**src/rtl/seq_det_pkg.sv**
```systemverilog
// Shared types and helpers for the parametrised serial sequence detector.
package seq_det_pkg;

  typedef enum logic [1:0] {
    S_IDLE  = 2'd0,
    S_FILL  = 2'd1,
    S_ARMED = 2'd2
  } state_t;

  localparam logic OVERLAP     = 1'b1;
  localparam logic NON_OVERLAP = 1'b0;

  // Width needed to hold a pattern length of 0..w.
  function automatic int len_width(input int w);
    return $clog2(w + 1);
  endfunction

endpackage

```
**src/rtl/seq_sat_counter.sv**
```systemverilog
// Saturating up-counter with a clear input that takes priority over increment.
module seq_sat_counter #(
  parameter int CNT_W = 8
) (
  input  logic             clk,
  input  logic             reset,
  input  logic             inc,
  input  logic             clr,
  output logic [CNT_W-1:0] value
);

  always_ff @(posedge clk) begin
    if (reset)                      value <= '0;
    else if (clr)                   value <= '0;
    else if (inc && (value != '1))  value <= value + 1'b1;
  end

endmodule

```
**src/rtl/seq_detector_param.sv**
```systemverilog
// Runtime-programmable serial bit-sequence detector with registered match pulse.
// Define SEQDET_LAST_POS_EN to add the last_pos output (index of the latest match's final bit).
module seq_detector_param
  import seq_det_pkg::*;
#(
  parameter int PAT_W = 8,
  parameter int CNT_W = 8,
  parameter int POS_W = 16
) (
  input  logic                          clk,
  input  logic                          reset,
  input  logic                          in_valid,
  input  logic                          in_bit,
  input  logic                          cfg_load,
  input  logic [PAT_W-1:0]              cfg_pattern,
  input  logic [len_width(PAT_W)-1:0]   cfg_len,
  input  logic                          cfg_overlap,
  input  logic                          cnt_clear,
  output logic                          match,
  output logic [CNT_W-1:0]              match_count,
  output logic                          cfg_err,
`ifdef SEQDET_LAST_POS_EN
  output logic [POS_W-1:0]              last_pos,
`endif
  output logic                          armed
);

  localparam int LEN_W = len_width(PAT_W);

  state_t             state, state_n;
  // The newest bit comes straight from in_bit, so only PAT_W-1 older bits are kept.
  logic [PAT_W-2:0]   hist;
  logic [PAT_W-1:0]   hist_n, pattern, mask;
  logic [LEN_W-1:0]   len, fill, fill_n;
  logic               overlap, cfg_ok, accept, hit;

  always_comb begin
    cfg_ok = (cfg_len != '0) && (cfg_len <= LEN_W'(PAT_W));
    accept = in_valid && !cfg_load && (state != S_IDLE);
    hist_n = {hist, in_bit};
    fill_n = (fill == len) ? len : fill + LEN_W'(1);
    mask   = ~({PAT_W{1'b1}} << len);
    hit    = accept && (fill_n == len) && (((hist_n ^ pattern) & mask) == '0);
  end

  always_comb begin
    state_n = state;
    if (cfg_load) begin
      if (cfg_ok) state_n = S_FILL;
    end else if (accept) begin
      if (hit && (overlap == NON_OVERLAP)) state_n = S_FILL;
      else if (fill_n == len)              state_n = S_ARMED;
      else                                 state_n = S_FILL;
    end
  end

  always_ff @(posedge clk) begin
    if (reset) state <= S_IDLE;
    else       state <= state_n;
  end

  always_ff @(posedge clk) begin
    if (reset) begin
      hist    <= '0;
      fill    <= '0;
      pattern <= '0;
      len     <= '0;
      overlap <= OVERLAP;
      match   <= 1'b0;
      cfg_err <= 1'b0;
      armed   <= 1'b0;
    end else begin
      match   <= hit;
      cfg_err <= cfg_load && !cfg_ok;
      armed   <= (state_n == S_ARMED);
      if (cfg_load) begin
        if (cfg_ok) begin
          pattern <= cfg_pattern;
          len     <= cfg_len;
          overlap <= cfg_overlap;
          hist    <= '0;
          fill    <= '0;
        end
      end else if (accept) begin
        hist <= hist_n[PAT_W-2:0];
        // Non-overlapping mode needs a full fresh pattern after each hit.
        fill <= (hit && (overlap == NON_OVERLAP)) ? '0 : fill_n;
      end
    end
  end

  seq_sat_counter #(.CNT_W(CNT_W)) u_match_cnt (
    .clk   (clk),
    .reset (reset),
    .inc   (hit),
    .clr   (cnt_clear),
    .value (match_count)
  );

`ifdef SEQDET_LAST_POS_EN
  logic [POS_W-1:0] pos_cnt;

  always_ff @(posedge clk) begin
    if (reset) begin
      pos_cnt  <= '0;
      last_pos <= '0;
    end else begin
      if (cfg_load) begin
        if (cfg_ok) pos_cnt <= '0;
      end else if (accept) begin
        pos_cnt <= pos_cnt + 1'b1;
      end
      if (hit) last_pos <= pos_cnt;
    end
  end
`endif

endmodule

```
**config.mk**
```make
export PLATFORM = sky130hd
export DESIGN_NAME = seq_detector_param
export DESIGN_NICKNAME = d
export VERILOG_FILES = /design/src/rtl/seq_det_pkg.sv /design/src/rtl/seq_sat_counter.sv /design/src/rtl/seq_detector_param.sv
export SDC_FILE = /design/constraint.sdc
export NUM_CORES = 1
export LEC_CHECK = 0
export ABC_AREA = 1
export CORE_AREA = 2 2 91 93
export DETAILED_ROUTE_END_ITERATION = 10
export DIE_AREA = 0 0 93 95
export PLACE_DENSITY_LB_ADDON = 0.25
export SYNTH_ARGS = -nofsm -noshare
export SYNTH_HDL_FRONTEND = slang
export SYNTH_SLANG_ARGS = --single-unit
export TNS_END_PERCENT = 50
```
**constraint.sdc**
```tcl
create_clock -name clk -period 1.9 [get_ports clk]
set_clock_uncertainty 0.05 [all_clocks]
set_input_delay 0.475 -clock clk [delete_from_list [all_inputs] [get_ports clk]]
set_output_delay 0.475 -clock clk [all_outputs]
set_load 0.01 [all_outputs]
```
==> summary.txt, run 1 <==
Floorplan
  – Die width: 93 um
  – Starting density of the core: 24.32%
  – Area of the core: 0.007928 mm2
  – # rows: 33
  – Die Y: 95 um
  – Top-Level Pins: 30
  – DIE AREA: 0.008835 mm2

CTS
  – CTS clk-pin slew, worst paths: 0.07 ns
  – Worst-Skew Late Latency: 0.29 ns
  – CTS Root Cell: clkbuf_8
  – CTS sink cnt: 37
  – TritonCTS clock tree: done
  – Hold buffer count at cts: 0
  – CTS Buf Count: 5
  – Max H-tree Level: 2
  – Buffer depth of the longest clock path: 2

Worst setup path
  – Setup CP Type: register to register
  – Crit-path max cell delay: 0.37 ns
  – CP arrival: 1.94 ns
  – CP max FO: 8
  – Setup crit end kind: register
  – Worst-path cell chain: ha_2 > xor2_1 > buf_4 > nand3_1 > nand2_2 > nor2_4 > nand2_4 > nor2_8 > nand2_4 > o21ai_2 > a21oi_1
  – Worst EP required: 2.04 ns
  – R2R Setup Slk: 0.09 ns
  – CP Launch Type: register
  – Crit-path slowest cell: dfxtp_4
  – Critical path's most frequent cell: nand2_4

Yosys
  – Syn Area/Cell: 6.837 um2
  – Synthesized flop and latch total: 37
  – Synth unique cells: 31
  – YS warnings: 0
  – Cells after Synth: 282
  – Post-Syn Area: 0.001928 mm2
  – Post-synthesis sequential area ratio: 38.42%
  – Synth Net Count: 303

Worst hold path
  – Worst hold path class: register to register

Final layout
  – Finished Cell Area: 0.002818 mm2
  – Antenna Cells: 0
  – Commonest cells after routing, fill and taps aside: nand2_1, buf_4, dfxtp_1, clkdlybuf4s50_1, nor2_1
  – Finished Core Util: 35.54%
  – Area Overhead vs Synth: 46.14%
  – Commonest non-fill, non-tap cell in the layout: nand2_1
  – Layout Nets: 368
  – Fraction of layout instances using a drive strength above 1: 29.11%

Pwr
  – Lkg Pwr: 0.001168 uW
  – Int Pwr: 1240 uW
  – Part of the power in registers: 47.3%
  – PD cells: 612.3 mW/mm2
  – Combinational power share: 19.3%
  – Max IR drop VDD: 251.5 uV
  – Sw power: 485.4 uW
  – Sw Ratio: 28.14%
  – Clock share of power: 33.3%

Placement
  – DP HPWL: 3783 um
  – DP Area: 0.002554 mm2
  – Buffers added on ports: 29
  – Placement-stage worst setup slack: -0.2676 ns
  – GP Congestion: 0.8351

Global routing
  – Initial antenna violation count: 0
  – Total congestion overflow: 0
  – Vias in the first global route: 1777
  – Largest net degree at the start of global routing: 18
  – Gr usage total: 12.31%
  – First-pass GRT wire length: 8362 um

Timing
  – Fin Hold WS: 0.4262 ns
  – FMAX: 552.9 MHz
  – Tcrit/Tclk final: 95.18%
  – Final min period: 1.808 ns
  – Final Max Slew Viols: 0
  – Setup-failing EPs final: 0
  – Final hold vios: 0
  – Least-Margin Pin Slew: 0.3926 ns
  – Relative slew slack: 73.79%
  – Fin Setup TNS: 0 ns
  – RSZ-0062 raised after global routing: true
  – Worst setup margin: 0.09151 ns

Flow run
  – Max-cap violations: 0

Status
  – Status: finished clean

Route
  – Via density: 4.314
  – Drt pass-1 iters: 4
  – Antenna Nets Post-Route: 0
  – Initial drt markers: 101
  – Routed WL: 5193 um
  – Drt drc: 0
  – Vias: 1950
  – Avg WL per Cell: 11.49 um
cell families after synthesis:
group                      synth area share [%]
and+or+nand+nor                           33.74
adders and majority gates                 1.298
AOI/OAI and AO/OA                         14.67
DFF                                       38.42
xor gates and xnor gates                  4.088
buffers and inverters                     7.787
worst paths after layout:
path,from,endpoint,depth (start not counted)
setup / recovery,fill[0]$_SDFFE_PP0P_,u_match_cnt.value[0]$_SDFFE_PP0P_,11
hold / removal,pattern[4]$_SDFFE_PP0P_,pattern[4]$_SDFFE_PP0P_,2
setup reg to reg,fill[0]$_SDFFE_PP0P_,u_match_cnt.value[0]$_SDFFE_PP0P_,11
hold reg to reg,pattern[4]$_SDFFE_PP0P_,pattern[4]$_SDFFE_PP0P_,2
cell usage after synthesis (all sizes together):
| cell | number | area, um2 |
|---|---|---|
| nor2 | 33 | 155.2 |
| o31ai | 1 | 7.510 |
| buf | 1 | 11.26 |
| a21oi | 24 | 120.1 |
| nand3 | 21 | 115.1 |
| clkinv | 1 | 3.750 |
| a31oi | 1 | 6.260 |
| nand2 | 77 | 306.5 |
| inv | 30 | 112.6 |
| nor3 | 3 | 15.01 |
| clkbuf | 6 | 22.52 |
| a211oi | 1 | 7.510 |
| o211ai | 3 | 22.52 |
| nor4 | 1 | 6.260 |
| dfxtp | 37 | 740.7 |
| xnor2 | 1 | 8.760 |
| xor2 | 8 | 70.07 |
| o21ai | 23 | 118.9 |
| nand3b | 2 | 15.01 |
| nand4 | 4 | 25.02 |
| ha | 2 | 25.02 |
| or2 | 2 | 12.51 |
per-stage QoR:
step                      cells  power, uW
after detailed placement    439       1120
after floorplan             282      988.7
final                       452       1725
after global routing        452       1813
after CTS                   446       1705
after global placement      439       1121
cell type report:
class                   instances  area (um2)
flip-flops and latches         37       755.7
well taps                     105       131.4
inverters                      31       116.4
clock buffers                   6       82.58
repair buffers                 64       571.8
fillers                       858        5110
clock inverters                 1       7.507
multi-input cells             208        1152
sequential cells by signal (all words and copies together) (netlist names):
name               cells
armed                  1
fill                   4
overlap                1
len                    4
pattern                8
cfg_err                1
hist                   7
state                  2
match                  1
u_match_cnt.value      8
critical path: cells and delay by family, from the launching register on:
family / cells / cell delay (ns)
XOR/XNOR: 1 / 0.14
AO/OA/AOI/OAI: 2 / 0.18
adder cells (fa/ha/maj): 1 / 0.18
AND/OR/NAND/NOR: 6 / 0.64
buffers and inverters: 1 / 0.14
flip-flops: 1 / 0.37
metal layers:
metal / global-route usage [%] / vias up / wire length [um] / share of wire (%)
met3: 2.314 / 9 / 172 / 3.3
met5: 0 / - / 0 / 0
met1: 15.86 / 861 / 2525 / 49
met2: 20.23 / 34 / 2390 / 46
li1: - / 1046 / - / -
met4: 5.147 / 0 / 104 / 2.0
power by group through the flow:
| stage | combinational (uW) | sequential (uW) | clock, uW |
|---|---|---|---|
| after CTS | 286 | 818 | 601 |
| final | 334 | 817 | 575 |
| after floorplan | 155 | 834 | 0 |
| after detailed placement | 284 | 836 | 0 |
| after global placement | 285 | 836 | 0 |
| after global routing | 368 | 820 | 625 |
repair_timing:
item	in CTS	in global routing
cloned	0	1
endpoints found under the setup margin	2	19
buffers inserted	0	5
resized for setup	1	50
pin swaps	0	16
Power figures use the tool's default switching activity.
==> run 2, diff against run 1 <==
--- a/config.mk
+++ b/config.mk
@@ -6,10 +6,14 @@
 export NUM_CORES = 1
 export LEC_CHECK = 0
 export ABC_AREA = 1
+export CELL_PAD_IN_SITES_DETAIL_PLACEMENT = 1
+export CELL_PAD_IN_SITES_GLOBAL_PLACEMENT = 1
 export CORE_AREA = 2 2 91 93
 export DETAILED_ROUTE_END_ITERATION = 10
 export DIE_AREA = 0 0 93 95
 export PLACE_DENSITY_LB_ADDON = 0.25
+export SKIP_LAST_GASP = 1
+export SLEW_MARGIN = 20
 export SYNTH_ARGS = -nofsm -noshare
 export SYNTH_HDL_FRONTEND = slang
 export SYNTH_SLANG_ARGS = --single-unit
==> run 2 against run 1 <==
Compared with the run above: utilization is 1.3 points higher; critical path depth fell by 10; combinational power up 7.2%; first-iteration DRC count shrank 46%; die area did not move; clock power up 27%; clock-buffer cell count unchanged; critical path type is now register to output port.
==> summary.txt, run 2 (synthesis gave the netlist of run 1 again) <==
Placement
  – Buffers added on ports: 29 (unchanged)
  – Placement-stage worst setup slack: -0.3385 ns (was -0.2676 ns)
  – GP Congestion: 0.8103 (was 0.8351)
  – DP HPWL: 4535 um (was 3783 um)
  – Post-Place Cells: 445 (was 439)

Global routing
  – First-pass GRT wire length: 10100 um (was 8362 um)
  – M2 GR Usage: 25.60% (was 20.23%)
  – Largest net degree at the start of global routing: 18 (unchanged)
  – Total congestion overflow: 0 (unchanged)
  – Gr usage total: 14.44% (was 12.31%)
  – Vias in the first global route: 2192 (was 1777)
  – Met1 Use GR: 18.33% (was 15.86%)
  – Initial antenna violation count: 0 (unchanged)
  – GRT Max-Usage Layer: met2 (unchanged)
  – Met3 GRT Util: 2.474% (was 2.314%)

Route
  – Avg WL per Cell: 13.46 um (was 11.49 um)
  – Antenna Nets Post-Route: 0 (unchanged)
  – Via density: 4.506 (was 4.314)
  – Routed WL: 6220 um (was 5193 um)
  – Drt pass-1 iters: 4 (unchanged)
  – Vias: 2082 (was 1950)
  – Drt drc: 0 (unchanged)
  – Initial drt markers: 55 (was 101)

Pwr
  – Max IR drop VDD: 333.4 uV (was 251.5 uV)
  – PD cells: 651.9 mW/mm2 (was 612.3 mW/mm2)
  – Lkg Pwr: 0.001218 uW (was 0.001168 uW)

Final layout
  – Area Overhead vs Synth: 51.65% (was 46.14%)
  – Antenna Cells: 0 (unchanged)
  – Largest regs: pattern x8, u_match_cnt.value x8, hist x7 (unchanged)
  – Post-Layout Cell Count: 462 (was 452)
  – Commonest non-fill, non-tap cell in the layout: nand2_1 (unchanged)
  – Layout Nets: 377 (was 368)
  – Commonest cells after routing, fill and taps aside: nand2_1, buf_4, dfxtp_1, clkdlybuf4s50_1, nor2_1 (unchanged)
  – Fraction of layout instances using a drive strength above 1: 30.53% (was 29.11%)

Floorplan
  – Top-Level Pins: 30 (unchanged)
  – Area of the core: 0.007928 mm2 (unchanged)
  – Die Y: 95 um (unchanged)
  – Die width: 93 um (unchanged)
  – DIE AREA: 0.008835 mm2 (unchanged)
  – # rows: 33 (unchanged)
  – Starting density of the core: 24.32% (unchanged)

Timing
  – Final Max Slew Viols: 0 (unchanged)
  – Final hold vios: 0 (unchanged)
  – Relative slew slack: 75.00% (was 73.79%)
  – Final min period: 1.863 ns (was 1.808 ns)
  – Worst setup margin: 0.03657 ns (was 0.09151 ns)
  – FMAX: 536.6 MHz (was 552.9 MHz)
  – RSZ-0062 raised after global routing: true (unchanged)
  – Tcrit/Tclk final: 98.08% (was 95.18%)
  – Least-Margin Pin Slew: 0.3746 ns (was 0.3926 ns)
  – Setup-failing EPs final: 0 (unchanged)

Worst setup path
  – Worst EP required: 1.37 ns (was 2.04 ns)
  – Crit path max-delay family: buffers and inverters (was simple AND/OR/NAND/NOR gates)
  – CP max FO: 6 (was 8)
  – CP arrival: 1.34 ns (was 1.94 ns)
  – Cells on worst reg2reg path: 15 (was 11)
  – Setup crit end kind: output port (was register)
  – Crit-path slowest cell: clkdlybuf4s50_1 (was dfxtp_4)
  – R2R Setup Slk: 0.04 ns (was 0.09 ns)
  – Crit-path max cell delay: 0.59 ns (was 0.37 ns)
  – Crit Reg-Reg Endpoint: u_match_cnt.value[6]$_SDFFE_PP0P_ (was u_match_cnt.value[0]$_SDFFE_PP0P_)
  – CP Launch Type: register (unchanged)
  – Worst r2r src: len[0]$_SDFFE_PP0P_ (was fill[0]$_SDFFE_PP0P_)
  – Worst-path cell chain: clkdlybuf4s50_1 (was ha_2 > xor2_1 > buf_4 > nand3_1 > nand2_2 > nor2_4 > nand2_4 > nor2_8 > nand2_4 > o21ai_2 > a21oi_1)
  – Setup CP Type: register to output port (was register to register)
  – Levels on crit path: 1 (was 11)
  – WP buf/inv: 1 (unchanged)

CTS
  – Buffer depth of the longest clock path: 2 (unchanged)
  – CTS Root Cell: clkbuf_8 (unchanged)
  – TritonCTS clock tree: done (unchanged)
  – CTS clk-pin slew, worst paths: 0.08 ns (was 0.07 ns)
  – Worst-Skew Late Latency: 0.29 ns (about the same)
  – CTS Buf Count: 5 (unchanged)
  – Hold buffer count at cts: 0 (unchanged)
  – Max H-tree Level: 2 (unchanged)
  – CTS sink cnt: 37 (unchanged)

Flow run
  – Max-cap violations: 0 (unchanged)

Worst hold path
  – Worst Hold Depth: 2 (unchanged)
  – Worst hold path class: register to register (unchanged)
  – Hold Path End: pattern[5]$_SDFFE_PP0P_ (was pattern[4]$_SDFFE_PP0P_)
  – Hold path start: pattern[5]$_SDFFE_PP0P_ (was pattern[4]$_SDFFE_PP0P_)

Status
  – Status: finished clean (unchanged)
run 2: layout make-up:
class	instances	area, um2
clock buffer	6	82.58
clock inverter	2	37.54
fill	1018	5004
inverter	31	122.6
multi-input combinational	207	1156
sequential	37	759.5
tap	105	131.4
timing repair buffer	73	626.9
timing repair inverter	1	7.507
run 2: where the power goes:
group / switching (uW) / internal [uW]
sequential: 20.1 / 797
combinational: 190 / 168
clock: 304 / 427
run 2: worst max-delay path by stage:
| stage | from | end | slack, ns |
|---|---|---|---|
| 2_1_floorplan | cfg_len[0] | fill[0]$_SDFFE_PP0P_ | 0.04 |
| 3_3_place_gp | cfg_len[0] | len[0]$_SDFFE_PP0P_ | -0.34 |
| 3_5_place_dp | in_bit | armed$_SDFF_PP0_ | -0.34 |
| 4_1_cts | in_bit | armed$_SDFF_PP0_ | -0.03 |
| 5_1_grt | len[2]$_SDFFE_PP0P_ | armed$_SDFF_PP0_ | -0.10 |
| 6_report | u_match_cnt.value[2]$_SDFFE_PP0P_ | match_count[2] | 0.04 |
run 2: routing by layer:
metal,part of all wire (%),routed length (um),vias up
met3,2.7,165,4
li1,-,-,1059
met1,46,2887,995
met4,0.80,50,0
met5,0,0,-
met2,50,3116,24
run 2: stage by stage:
| step | cell area [um2] | setup TNS, ns | util [%] | total power [uW] | hold WS (ns) |
|---|---|---|---|---|---|
| final | 2924 | 0 | 36.88 | 1906 | 0.4364 |
| after detailed placement | 2586 | -7.900 | 32.62 | 1139 | 0.4285 |
| after CTS | 2755 | -0.04818 | 34.75 | 1884 | 0.4402 |
| after floorplan | 1928 | 0 | - | 988.7 | 0.3935 |
| after global placement | 2586 | -7.368 | 32.62 | 1134 | 0.4168 |
| after global routing | 2924 | -0.7181 | 36.88 | 1997 | 0.4599 |
run 2: repair_timing:
| action | 4_1_cts | 5_1_grt |
|---|---|---|
| setup buffers | 2 | 6 |
| gates resized for setup | 14 | 40 |
| gates cloned | 0 | 1 |
| endpoints found under the setup margin | 16 | 29 |
| pin swaps | 5 | 17 |
